[src/rtl/onehot_enc_pkg.sv]
// Shared types and helpers for the one-hot to index encoder.
// The helpers take the widest supported word; callers zero-extend
// their narrower input and truncate the returned index.
package onehot_enc_pkg;

    localparam int MAX_W = 8;
    localparam int MAX_N = 1 << MAX_W;

    typedef enum logic [1:0] {
        ERR_NONE  = 2'd0,
        ERR_ZERO  = 2'd1,
        ERR_MULTI = 2'd2
    } err_t;

    // ZERO when no bit is set, MULTI when more than one is set.
    function automatic err_t classify(input logic [MAX_N-1:0] word);
        logic seen;
        logic multi;
        err_t result;
        seen  = 1'b0;
        multi = 1'b0;
        for (int i = 0; i < MAX_N; i++) begin
            if (word[i]) begin
                if (seen) begin
                    multi = 1'b1;
                end
                seen = 1'b1;
            end
        end
        if (!seen) begin
            result = ERR_ZERO;
        end else if (multi) begin
            result = ERR_MULTI;
        end else begin
            result = ERR_NONE;
        end
        return result;
    endfunction

    // Index of the lowest set bit; 0 for an all-zero word.
    function automatic logic [MAX_W-1:0] lsb_index(input logic [MAX_N-1:0] word);
        logic [MAX_W-1:0] idx;
        idx = '0;
        for (int i = MAX_N - 1; i >= 0; i--) begin
            if (word[i]) begin
                idx = MAX_W'(i);
            end
        end
        return idx;
    endfunction

endpackage

[src/rtl/onehot_enc_stage.sv]
// Generic valid/ready pipeline register. Accepts a new word whenever it is
// empty or its current word leaves in the same cycle, so a full pipeline
// still moves one word per clock.
module onehot_enc_stage #(
    parameter int DW = 8
) (
    input  logic          CLK,
    input  logic          RESET_n,
    input  logic          up_valid,
    output logic          up_ready,
    input  logic [DW-1:0] up_data,
    output logic          dn_valid,
    input  logic          dn_ready,
    output logic [DW-1:0] dn_data
);

    logic load;

    assign up_ready = !dn_valid || dn_ready;
    assign load     = up_valid && up_ready;

    // Hold the word until downstream takes it; data only changes on a load.
    always_ff @(posedge CLK) begin
        if (!RESET_n) begin
            dn_valid <= 1'b0;
            dn_data  <= '0;
        end else begin
            if (load) begin
                dn_valid <= 1'b1;
                dn_data  <= up_data;
            end else if (dn_ready) begin
                dn_valid <= 1'b0;
            end
        end
    end

endmodule

[src/rtl/onehot_encoder.sv]
// One-hot to bit-index encoder, the inverse of the one-hot decoder in the
// loopback path. Two register stages: S1 holds the raw word and its error
// class, S2 holds the encoded index and error class. Errored words are either
// forwarded with SOURCE_ERR set or silently dropped before S2 (ERR_DROP=1);
// either way they are counted at the sink in a saturating counter.
module onehot_encoder
    import onehot_enc_pkg::*;
#(
    parameter int W        = 4,
    parameter int CW       = 8,
    parameter int ERR_DROP = 0
) (
    input  logic              CLK,
    input  logic              RESET_n,
    input  logic              SINK_VALID,
    output logic              SINK_READY,
    input  logic [(1<<W)-1:0] SINK_DATA,
    output logic              SOURCE_VALID,
    input  logic              SOURCE_READY,
    output logic [W-1:0]      SOURCE_DATA,
    output err_t              SOURCE_ERR,
    input  logic              ERR_CLR,
    output logic [CW-1:0]     ERR_COUNT
);

    localparam int N = 1 << W;

    err_t           sink_err;
    logic           s1_up_ready;
    logic           s1_valid;
    logic           s1_ready;
    logic [N+1:0]   s1_data;
    logic [N-1:0]   s1_word;
    err_t           s1_err;
    logic [W-1:0]   s1_idx;
    logic           s1_drop;
    logic           s2_up_valid;
    logic           s2_up_ready;
    logic [W+1:0]   s2_data;
    logic           err_accept;

    assign sink_err   = classify(MAX_N'(SINK_DATA));
    assign SINK_READY = RESET_n && s1_up_ready;
    assign err_accept = SINK_VALID && SINK_READY && (sink_err != ERR_NONE);

    onehot_enc_stage #(
        .DW (N + 2)
    ) u_s1 (
        .CLK      (CLK),
        .RESET_n  (RESET_n),
        .up_valid (SINK_VALID),
        .up_ready (s1_up_ready),
        .up_data  ({sink_err, SINK_DATA}),
        .dn_valid (s1_valid),
        .dn_ready (s1_ready),
        .dn_data  (s1_data)
    );

    assign s1_word = s1_data[N-1:0];
    assign s1_err  = err_t'(s1_data[N+1:N]);
    assign s1_idx  = W'(lsb_index(MAX_N'(s1_word)));

    // In drop mode an errored word leaves S1 without entering S2, so it
    // must not wait on S2 having room.
    assign s1_drop     = (ERR_DROP != 0) && (s1_err != ERR_NONE);
    assign s2_up_valid = s1_valid && !s1_drop;
    assign s1_ready    = s2_up_ready || s1_drop;

    onehot_enc_stage #(
        .DW (W + 2)
    ) u_s2 (
        .CLK      (CLK),
        .RESET_n  (RESET_n),
        .up_valid (s2_up_valid),
        .up_ready (s2_up_ready),
        .up_data  ({s1_err, s1_idx}),
        .dn_valid (SOURCE_VALID),
        .dn_ready (SOURCE_READY),
        .dn_data  (s2_data)
    );

    assign SOURCE_DATA = s2_data[W-1:0];
    assign SOURCE_ERR  = err_t'(s2_data[W+1:W]);

    // Saturating error count; a clear that coincides with an errored
    // accept restarts the count at one so that word is not lost.
    always_ff @(posedge CLK) begin
        if (!RESET_n) begin
            ERR_COUNT <= '0;
        end else if (ERR_CLR) begin
            ERR_COUNT <= err_accept ? CW'(1) : '0;
        end else if (err_accept && (ERR_COUNT != {CW{1'b1}})) begin
            ERR_COUNT <= ERR_COUNT + 1'b1;
        end
    end

endmodule

[config.mk]
export PLATFORM = sky130hd
export DESIGN_NAME = onehot_encoder
export DESIGN_NICKNAME = d
export VERILOG_FILES = /design/src/rtl/onehot_enc_pkg.sv /design/src/rtl/onehot_enc_stage.sv /design/src/rtl/onehot_encoder.sv
export SDC_FILE = /design/constraint.sdc
export NUM_CORES = 1
export LEC_CHECK = 0
export BUFFER_PORTS_ARGS = -buffer_cell sky130_fd_sc_hd__buf_2
export CAP_MARGIN = 20
export CORE_MARGIN = 8
export CORE_UTILIZATION = 55
export DETAILED_ROUTE_END_ITERATION = 7
export PLACE_DENSITY = 0.81
export SYNTH_ARGS = -nofsm -noshare
export SYNTH_HDL_FRONTEND = slang
export SYNTH_SLANG_ARGS = --single-unit
[constraint.sdc]
create_clock -name CLK -period 6.6 [get_ports CLK]
set_input_delay 0.66 -clock CLK [delete_from_list [all_inputs] [get_ports CLK]]
set_output_delay 0.66 -clock CLK [all_outputs]
set_load 0.02 [all_outputs]
Word-level counts from Yosys, hierarchy flattened
Cells that the tools add are included.

operators by class
  add/subtract/negate cells = 1
  equality and inequality tests = 1
  mux-type cells = 71
  reductions and logical operators = 14

operators with widths
  operator             count
  $mux 4               16
  $mux 1               51
  $mux 8               2
  $add 8x1->8 const B  1
  $ne 8x8->1 const B   1
  $reduce_bool 2->1    4
  $logic_and 1x1->1    6
  $mux 2               2
  $logic_not 1->1      2
  $logic_or 1x1->1     2

storage, ports and cells
  register bits = 34
  input bits = 21
  output and inout bits = 16
  logic and storage cells = 92

Depth between registers and ports, before layout
Gate-level depths: netlist of the first run.

  depth after elaboration = 38
  depth in mapped cells = 8

Modules after synthesis
A second synthesis of the first run with hierarchy kept.

second synthesis, totals
  cell total of the unflattened synthesis = 233
  area, all modules = 1985.7 um^2

modules (own cells, without submodules)
  module                    times used  cells an instance  area an instance (um^2)  seq. area each (um^2)
  onehot_encoder            1           118                890.9                    160.2
  onehot_enc_stage at u_s1  1           83                 787.0                    380.4
  onehot_enc_stage at u_s2  1           32                 307.8                    140.1

Worst setup path before layout of the first run
Ideal clock, no wire load.

  path kind = input -> register
  start point = in SINK_DATA[1]
  end point = reg ERR_COUNT[6]
  setup time = 119 ps
  arrival time = 2625 ps
  data required time = 6481 ps
  setup slack = 3857 ps
  stages = 8
  path buffers = 1
  path through = or4_4 or4b_1 maj3_2 nor3_2 o211a_1 buf_6 a21oi_1 o221a_1

on the way
  longest elaborated chain between the ends = 35
  elaborated cells between the ends (all ways) = 50
  those cells by class = mux: 46; reduce/logical: 4

ends and longest elaborated chain
  element                          RTL line              text
  start, declared                  onehot_encoder.sv:17  input logic [(1<<W)-1:0] SINK_DATA,
  $mux 1                           onehot_enc_pkg.sv:23  if (word[i]) begin
  $mux 1                           onehot_enc_pkg.sv:24  if (seen) begin
  $mux 1                           onehot_enc_pkg.sv:23
  $mux 1                           onehot_enc_pkg.sv:24
  $mux 1                           onehot_enc_pkg.sv:23
  $mux 1                           onehot_enc_pkg.sv:24
  $mux 1                           onehot_enc_pkg.sv:23
  $mux 1                           onehot_enc_pkg.sv:24
  (+19 left out)                   --
  $mux 1                           onehot_enc_pkg.sv:24
  $mux 1                           onehot_enc_pkg.sv:23
  $mux 2                           onehot_enc_pkg.sv:32  end else if (multi) begin
  $mux 2 (*)                       onehot_enc_pkg.sv:30  if (!seen) begin
  $reduce_bool 2->1 (*)            onehot_encoder.sv:44  assign err_accept = SINK_VALID && SINK_READY && (sink_err != ERR_NONE);
  $logic_and 1x1->1 (*)            onehot_encoder.sv:44
  $logic_and 1x1->1 (*)            onehot_encoder.sv:92  end else if (err_accept && (ERR_COUNT != {CW{1'b1}})) begin
  $reduce_bool 2->1 (no line) (*)  --
  end signal, assigned             onehot_encoder.sv:91  ERR_COUNT <= err_accept ? CW'(1) : '0;
  end signal, assigned             onehot_encoder.sv:93  ERR_COUNT <= ERR_COUNT + 1'b1;
  end, declared                    onehot_encoder.sv:23  output logic [CW-1:0] ERR_COUNT

Every way passes the cells marked *; elsewhere a longest branch is shown, timed or not.
A chain may end at the register's enable or synchronous reset.

Worst setup path in the final report of the first run
Ends and elaborated chain as after synthesis.

==> flow_metrics.tcl, run 1 <==
set metrics [dict create \
    startpoint "SINK_DATA[1]" \
    overflow 0 \
    worstPathArrival_ns 2.92 \
    cp_slowest_cell "or4_4" \
    status "completed" \
    critical_path_buf_inv_count 1 \
    rsz0062_at_grt "false" \
    maxCapViolCount 0 \
    ys_warn_count 0 \
    die_h_microns 71.3 \
    setup_violations 0 \
    core_area_sq_mm 0.00298 \
    gp_congestion 0.795 \
    port_buffers 36 \
    hold_depth 2 \
    drc 0 \
    vias_per_cell 5.71 \
    area_growth_pct 15.2 \
    end_kind "flop" \
    fin_crit_sh 0.406 \
    p_leak_uw 0.000822 \
    place_inst 275 \
    tightest_slew_ns 0.981 \
    start_util 0.564 \
    antenna_left 0 \
    ff2ff_setup_slack_ns 4.57 \
    clock_skew_ns 0.0121 \
    grt.total_usage 0.158 \
    ir_drop_mv 0.152 \
    grt_pass1_wl_mm 6.46 \
    clock_sinks 34 \
    routedWlPerCell_microns 13.7 \
    internal_power_uw 316 \
    syn_inst 215 \
    grt_pass1_vias 1494 \
    holdWs_ns 0.474 \
    hpwl_mm 2.79 \
    cts_hold_buf 0 \
    r2r_cells 7 \
    power_density_mw_per_mm2 220 \
    critPathKind "input port to flop" \
    htreeDepth 2 \
    via_count 1617 \
    cts_resized 0 \
    p_total_uw 426 \
    syn-cell-area_sq_mm 0.00168 \
    antenna_found_initial 0 \
    dieArea_sq_mm 0.00508 \
    cts_tree "built" \
    reg2reg_to "ERR_COUNT[7]$_SDFFE_PN0P_" \
    clk_latency_ns 0.34 \
    ioPinCount 37 \
    dr.pass1.iters 4 \
    r2r-start "u_s2.dn_valid$_SDFFE_PN0P_" \
    async_reset_ff_frac 0 \
    combPwrFrac 0.131 \
    synth_nets 237 \
    max_freq_ghz 0.374 \
    yosysUniqueCellTypes 43 \
    synth_edf_count 0 \
    required_ns 6.84 \
    drv_slew 0 \
    ys_seq_elements 34 \
    rows 20 \
    clock_path_buffers 2 \
    crit_path_start_kind "input port" \
    n_antenna_cell 0 \
    critical-path-top-delay-family "simple AND/OR/NAND/NOR gates" \
    finalWirelength_mm 3.88 \
    nets 271 \
    numCtsBuffers 5 \
    relSlewSlack 0.345 \
    drive_gt1_frac 0.184 \
    period_needed_ns 2.68 \
    slowest_delay_ns 0.54 \
    cp_max_fo 9 \
    finalSetupTns_ns 0 \
    cts_setup_buffers 0 \
    final_cell_mix "nand2_1, buf_2, dfxtp_1" \
    swShare 0.258 \
    fillerInstances 287 \
    cp.depth 8 \
    cts_root_buf "clkbuf_4" \
    syn_avg_cell_area_sq_um 7.82 \
    crit_end "ERR_COUNT[6]$_SDFFE_PN0P_" \
    final_core_util 0.650 \
    die_x_microns 71.3 \
    mostFrequentLayoutCell "nand2_1" \
    clk_pin_slew_worst_paths_ns 0.10 \
    drt_iter0_drc 139 \
    crit_chain "buf_2 -> or4_4 -> or4b_1 -> maj3_2 -> nor3_2 -> o211a_1 -> a21oi_1 -> o221a_1" \
    hold_viol 0 \
    synth_flop_cell "dfxtp_1" \
    seq_area_frac_synth 0.405 \
    stdcell_count 283 \
    hp-class "flop to flop" \
    p_seq_frac 0.520 \
    clkPwrFrac 0.350 \
    p_switching_uw 110 \
    grt_max_degree 35 \
]
[worst min path at each step]
stage	startpoint	endpoint	slack, ns
floorplan	u_s1.dn_data[11]$_SDFFE_PN0P_	u_s1.dn_data[11]$_SDFFE_PN0P_	0.45
global placement	u_s2.dn_data[0]$_SDFFE_PN0P_	u_s2.dn_data[0]$_SDFFE_PN0P_	0.46
detailed placement	u_s2.dn_data[0]$_SDFFE_PN0P_	u_s2.dn_data[0]$_SDFFE_PN0P_	0.46
CTS	u_s1.dn_data[11]$_SDFFE_PN0P_	u_s1.dn_data[11]$_SDFFE_PN0P_	0.48
global route	u_s2.dn_data[0]$_SDFFE_PN0P_	u_s2.dn_data[0]$_SDFFE_PN0P_	0.49
finish	u_s2.dn_data[0]$_SDFFE_PN0P_	u_s2.dn_data[0]$_SDFFE_PN0P_	0.47
[sequential cells by signal, summed over array words and instances, names as in the netlist]
name	count
ERR_COUNT	8
u_s1.dn_data	18
u_s1.dn_valid	1
u_s2.dn_data	6
u_s2.dn_valid	1
[cells by family after synthesis]
family	Yosys count	share of synthesized area
multiplexers	8	0.0477
adder cells (fa/ha/maj)	3	0.0201
AND/OR/NAND/NOR	103	0.292
AO/OA/AOI/OAI	53	0.200
flip-flops	34	0.405
buffers and inverters	14	0.0357
[layer usage]
metal	GRT usage	routed length, microns
met1	0.190	1850
met2	0.245	1650
met3	0.0488	303
met4	0.0831	77
met5	0	0
[stage by stage]
stage               area (sq um)  setup slack [ns]
floorplan                   1680              3.86
global placement            1860              3.59
detailed placement          1860              3.59
CTS                         1940              3.95
global route                1940              3.70
finish                      1940              3.92
[synthesized netlist by cell type (2+ instances only)]
library cell	number	share of area
mux2i_1	8	0.048
or3_1	6	0.022
a2111oi_0	3	0.016
o21ai_0	3	0.0089
and2_1	2	0.0074
nand2_1	46	0.10
a22oi_1	2	0.0089
a211oi_1	3	0.013
nor4_1	3	0.011
a21oi_1	29	0.086
inv_1	5	0.011
nand4_1	3	0.011
dfxtp_1	34	0.41
nor2_1	19	0.042
nor3_1	5	0.015
nand3_1	5	0.015
clkbuf_1	7	0.016
and3_1	5	0.019
o31ai_1	3	0.013
[worst min-delay path, stage by stage, from the launching register on]
cell	delay (ns)
dfxtp_1	0.32
nand3_1	0.06
o41ai_1	0.05
[cell type report]
cell class	count	area, sq um	share of cell area
well taps	33	41.3	0.0213
flip-flops and latches	34	681	0.352
multi-input cells	167	940	0.485
clock inverters	1	30.0	0.0155
inverters	5	18.8	0.00970
repair buffers	36	180	0.0931
clock buffers	7	45.0	0.0233
[power by group through the flow]
stage / combinational [uW] / sequential, uW / clock (uW)
CTS: 55.8 / 221 / 153
global route: 62.2 / 223 / 161
detailed placement: 55.5 / 226 / 0
global placement: 54.8 / 226 / 0
floorplan: 33.2 / 228 / 0
finish: 55.7 / 221 / 149
No activity file was read; power rests on OpenSTA's default activity.
==> run 2, diff against run 1 <==
--- a/config.mk
+++ b/config.mk
@@ -8,9 +8,9 @@
 export BUFFER_PORTS_ARGS = -buffer_cell sky130_fd_sc_hd__buf_2
 export CAP_MARGIN = 20
 export CORE_MARGIN = 8
-export CORE_UTILIZATION = 55
+export CORE_UTILIZATION = 48
 export DETAILED_ROUTE_END_ITERATION = 7
-export PLACE_DENSITY = 0.81
+export PLACE_DENSITY = 0.75
 export SYNTH_ARGS = -nofsm -noshare
 export SYNTH_HDL_FRONTEND = slang
 export SYNTH_SLANG_ARGS = --single-unit
==> constraint.sdc (replaced) <==
create_clock -name CLK -period 2.2 [get_ports CLK]
set_input_delay 0.22 -clock CLK [delete_from_list [all_inputs] [get_ports CLK]]
set_output_delay 0.22 -clock CLK [all_outputs]
set_load 0.02 [all_outputs]
==> run 2 against run 1 <==
- clock skew about the same
- register-to-register slack worse by 4.1 ns
- sequential share of layout area decreased by 2.3 points
- critical path type unchanged
- wire length is 5.5% higher
- utilization down 3.5 points
==> flow_metrics.tcl, run 2 (synthesis results as in run 1) <==
set metrics [dict create \
    ioPinCount 37 \
    drc 0 \
    mostFrequentLayoutCell "nand2_1" \
    period_needed_ns 2.12 \
    finalSetupTns_ns 0 \
    crit_path_start_kind "input port" \
    antenna_found_initial 0 \
    hpwl_mm 3.06 \
    hold_depth 3 \
    die_x_microns 75.2 \
    die_h_microns 75.2 \
    p_leak_uw 0.000897 \
    grt_max_degree 21 \
    ir_drop_mv 0.289 \
    finalWirelength_mm 4.09 \
    drt_iter0_drc 110 \
    setup_violations 0 \
    power_density_mw_per_mm2 585 \
    antenna_left 0 \
    vias_per_cell 5.43 \
    rows 21 \
    hp-class "input port to flop" \
    start_util 0.500 \
    fin_crit_sh 0.962 \
    clock_path_buffers 2 \
    crit_end "ERR_COUNT[6]$_SDFFE_PN0P_" \
    holdWs_ns 0.115 \
    dr.pass1.iters 4 \
    required_ns 2.44 \
    largest_register_ffs 18 \
    rsz0062_at_grt "false" \
    end_kind "flop" \
    grt_pass1_vias 1591 \
    drive_gt1_frac 0.245 \
    r2r-start "u_s2.dn_valid$_SDFFE_PN0P_" \
    clk_pin_slew_worst_paths_ns 0.11 \
    reg2reg_to "ERR_COUNT[3]$_SDFFE_PN0P_" \
    worstPathArrival_ns 2.36 \
    top_layer "met4" \
    numCtsBuffers 5 \
    cts_hold_buf 0 \
    maxCapViolCount 0 \
    dr_wl_met2_mm 1.80 \
    wirelength_met1_mm 2.03 \
    critPathKind "input port to flop" \
    pre_cts_ws_ns -0.376 \
    largest_register "u_s1.dn_data" \
    hold_viol 0 \
    startpoint "SINK_DATA[1]" \
    final_cell_mix "nand2_1, buf_2, dfxtp_1" \
    port_buffers 36 \
    r2r_cells 7 \
    clock_sinks 34 \
    cts_setup_buffers 0 \
    max_freq_ghz 0.473 \
    via_count 1689 \
    cp_max_fo 9 \
    relSlewSlack 0.659 \
    n_antenna_cell 0 \
    clock_skew_ns 0.0122 \
    cts_tree "built" \
    grt.total_usage 0.155 \
    setup_ws_ns 0.0846 \
    tightest_slew_ns 0.510 \
    reg.largest.list "u_s1.dn_data: 18 flops, ERR_COUNT: 8 flops, u_s2.dn_data: 6 flops" \
    grt_pass1_wl_mm 6.85 \
    clk_latency_ns 0.34 \
    core_area_sq_mm 0.00336 \
    routedWlPerCell_microns 13.2 \
    drv_slew 0 \
    wl_met3_microns 207 \
    status "completed" \
    gp_congestion 0.877 \
    area_growth_pct 23.2 \
    dieArea_sq_mm 0.00565 \
    nets 286 \
    ff2ff_setup_slack_ns 0.52 \
    cts_root_buf "clkbuf_4" \
    htreeDepth 2 \
    overflow 0 \
]
run 2: where the power goes:
part / switching (uW) / leakage [uW] / internal (uW)
clock: 207 / 0.0000353 / 155
sequential: 22.3 / 0.000278 / 642
combinational: 107 / 0.000583 / 78.5
total: 336 / 0.000897 / 875
run 2: cell type report:
type,instances,area (sq um)
clock buffers,7,55.1
clock inverters,1,5.00
fillers,337,1290
inverters,5,18.8
multi-input cells,167,960
flip-flops and latches,34,681
well taps,46,57.6
repair buffers,51,293
run 2: worst min path at each step:
stage,start,to,slack (ns)
floorplan,SINK_VALID,u_s1.dn_valid$_SDFFE_PN0P_,0.34
global placement,u_s2.dn_data[0]$_SDFFE_PN0P_,u_s2.dn_data[0]$_SDFFE_PN0P_,0.46
detailed placement,u_s2.dn_data[0]$_SDFFE_PN0P_,u_s2.dn_data[0]$_SDFFE_PN0P_,0.47
CTS,SINK_VALID,u_s1.dn_valid$_SDFFE_PN0P_,0.11
global route,SINK_VALID,u_s1.dn_valid$_SDFFE_PN0P_,0.11
finish,SINK_VALID,u_s1.dn_valid$_SDFFE_PN0P_,0.11
run 2: stage by stage:
step	utilization	instance area, sq um	total power, uW	std cells
finish	0.615	2070	1210	311
global route	0.615	2070	1270	311
CTS	0.613	2060	1220	311
detailed placement	0.595	2000	862	303
global placement	0.595	2000	859	303
floorplan	-	1690	785	215
run 2: worst max-delay path, stage by stage:
cell and delay (ns):
buf_2 0.10, or4_4 0.54, or4b_4 0.50, a2111oi_1 0.39
o211a_4 0.30, a21oi_1 0.08, o221a_1 0.22
run 2: timing repair:
action,in CTS,in global routing
hold endpoints to repair,0,0
endpoints found under the setup margin,2,2
gates resized for setup,1,2
run 2: routing by layer:
metal / global-route usage / vias up
li1: - / 871
met1: 0.200 / 774
met2: 0.228 / 39
met3: 0.0439 / 5
met4: 0.0810 / 0
met5: 0 / -
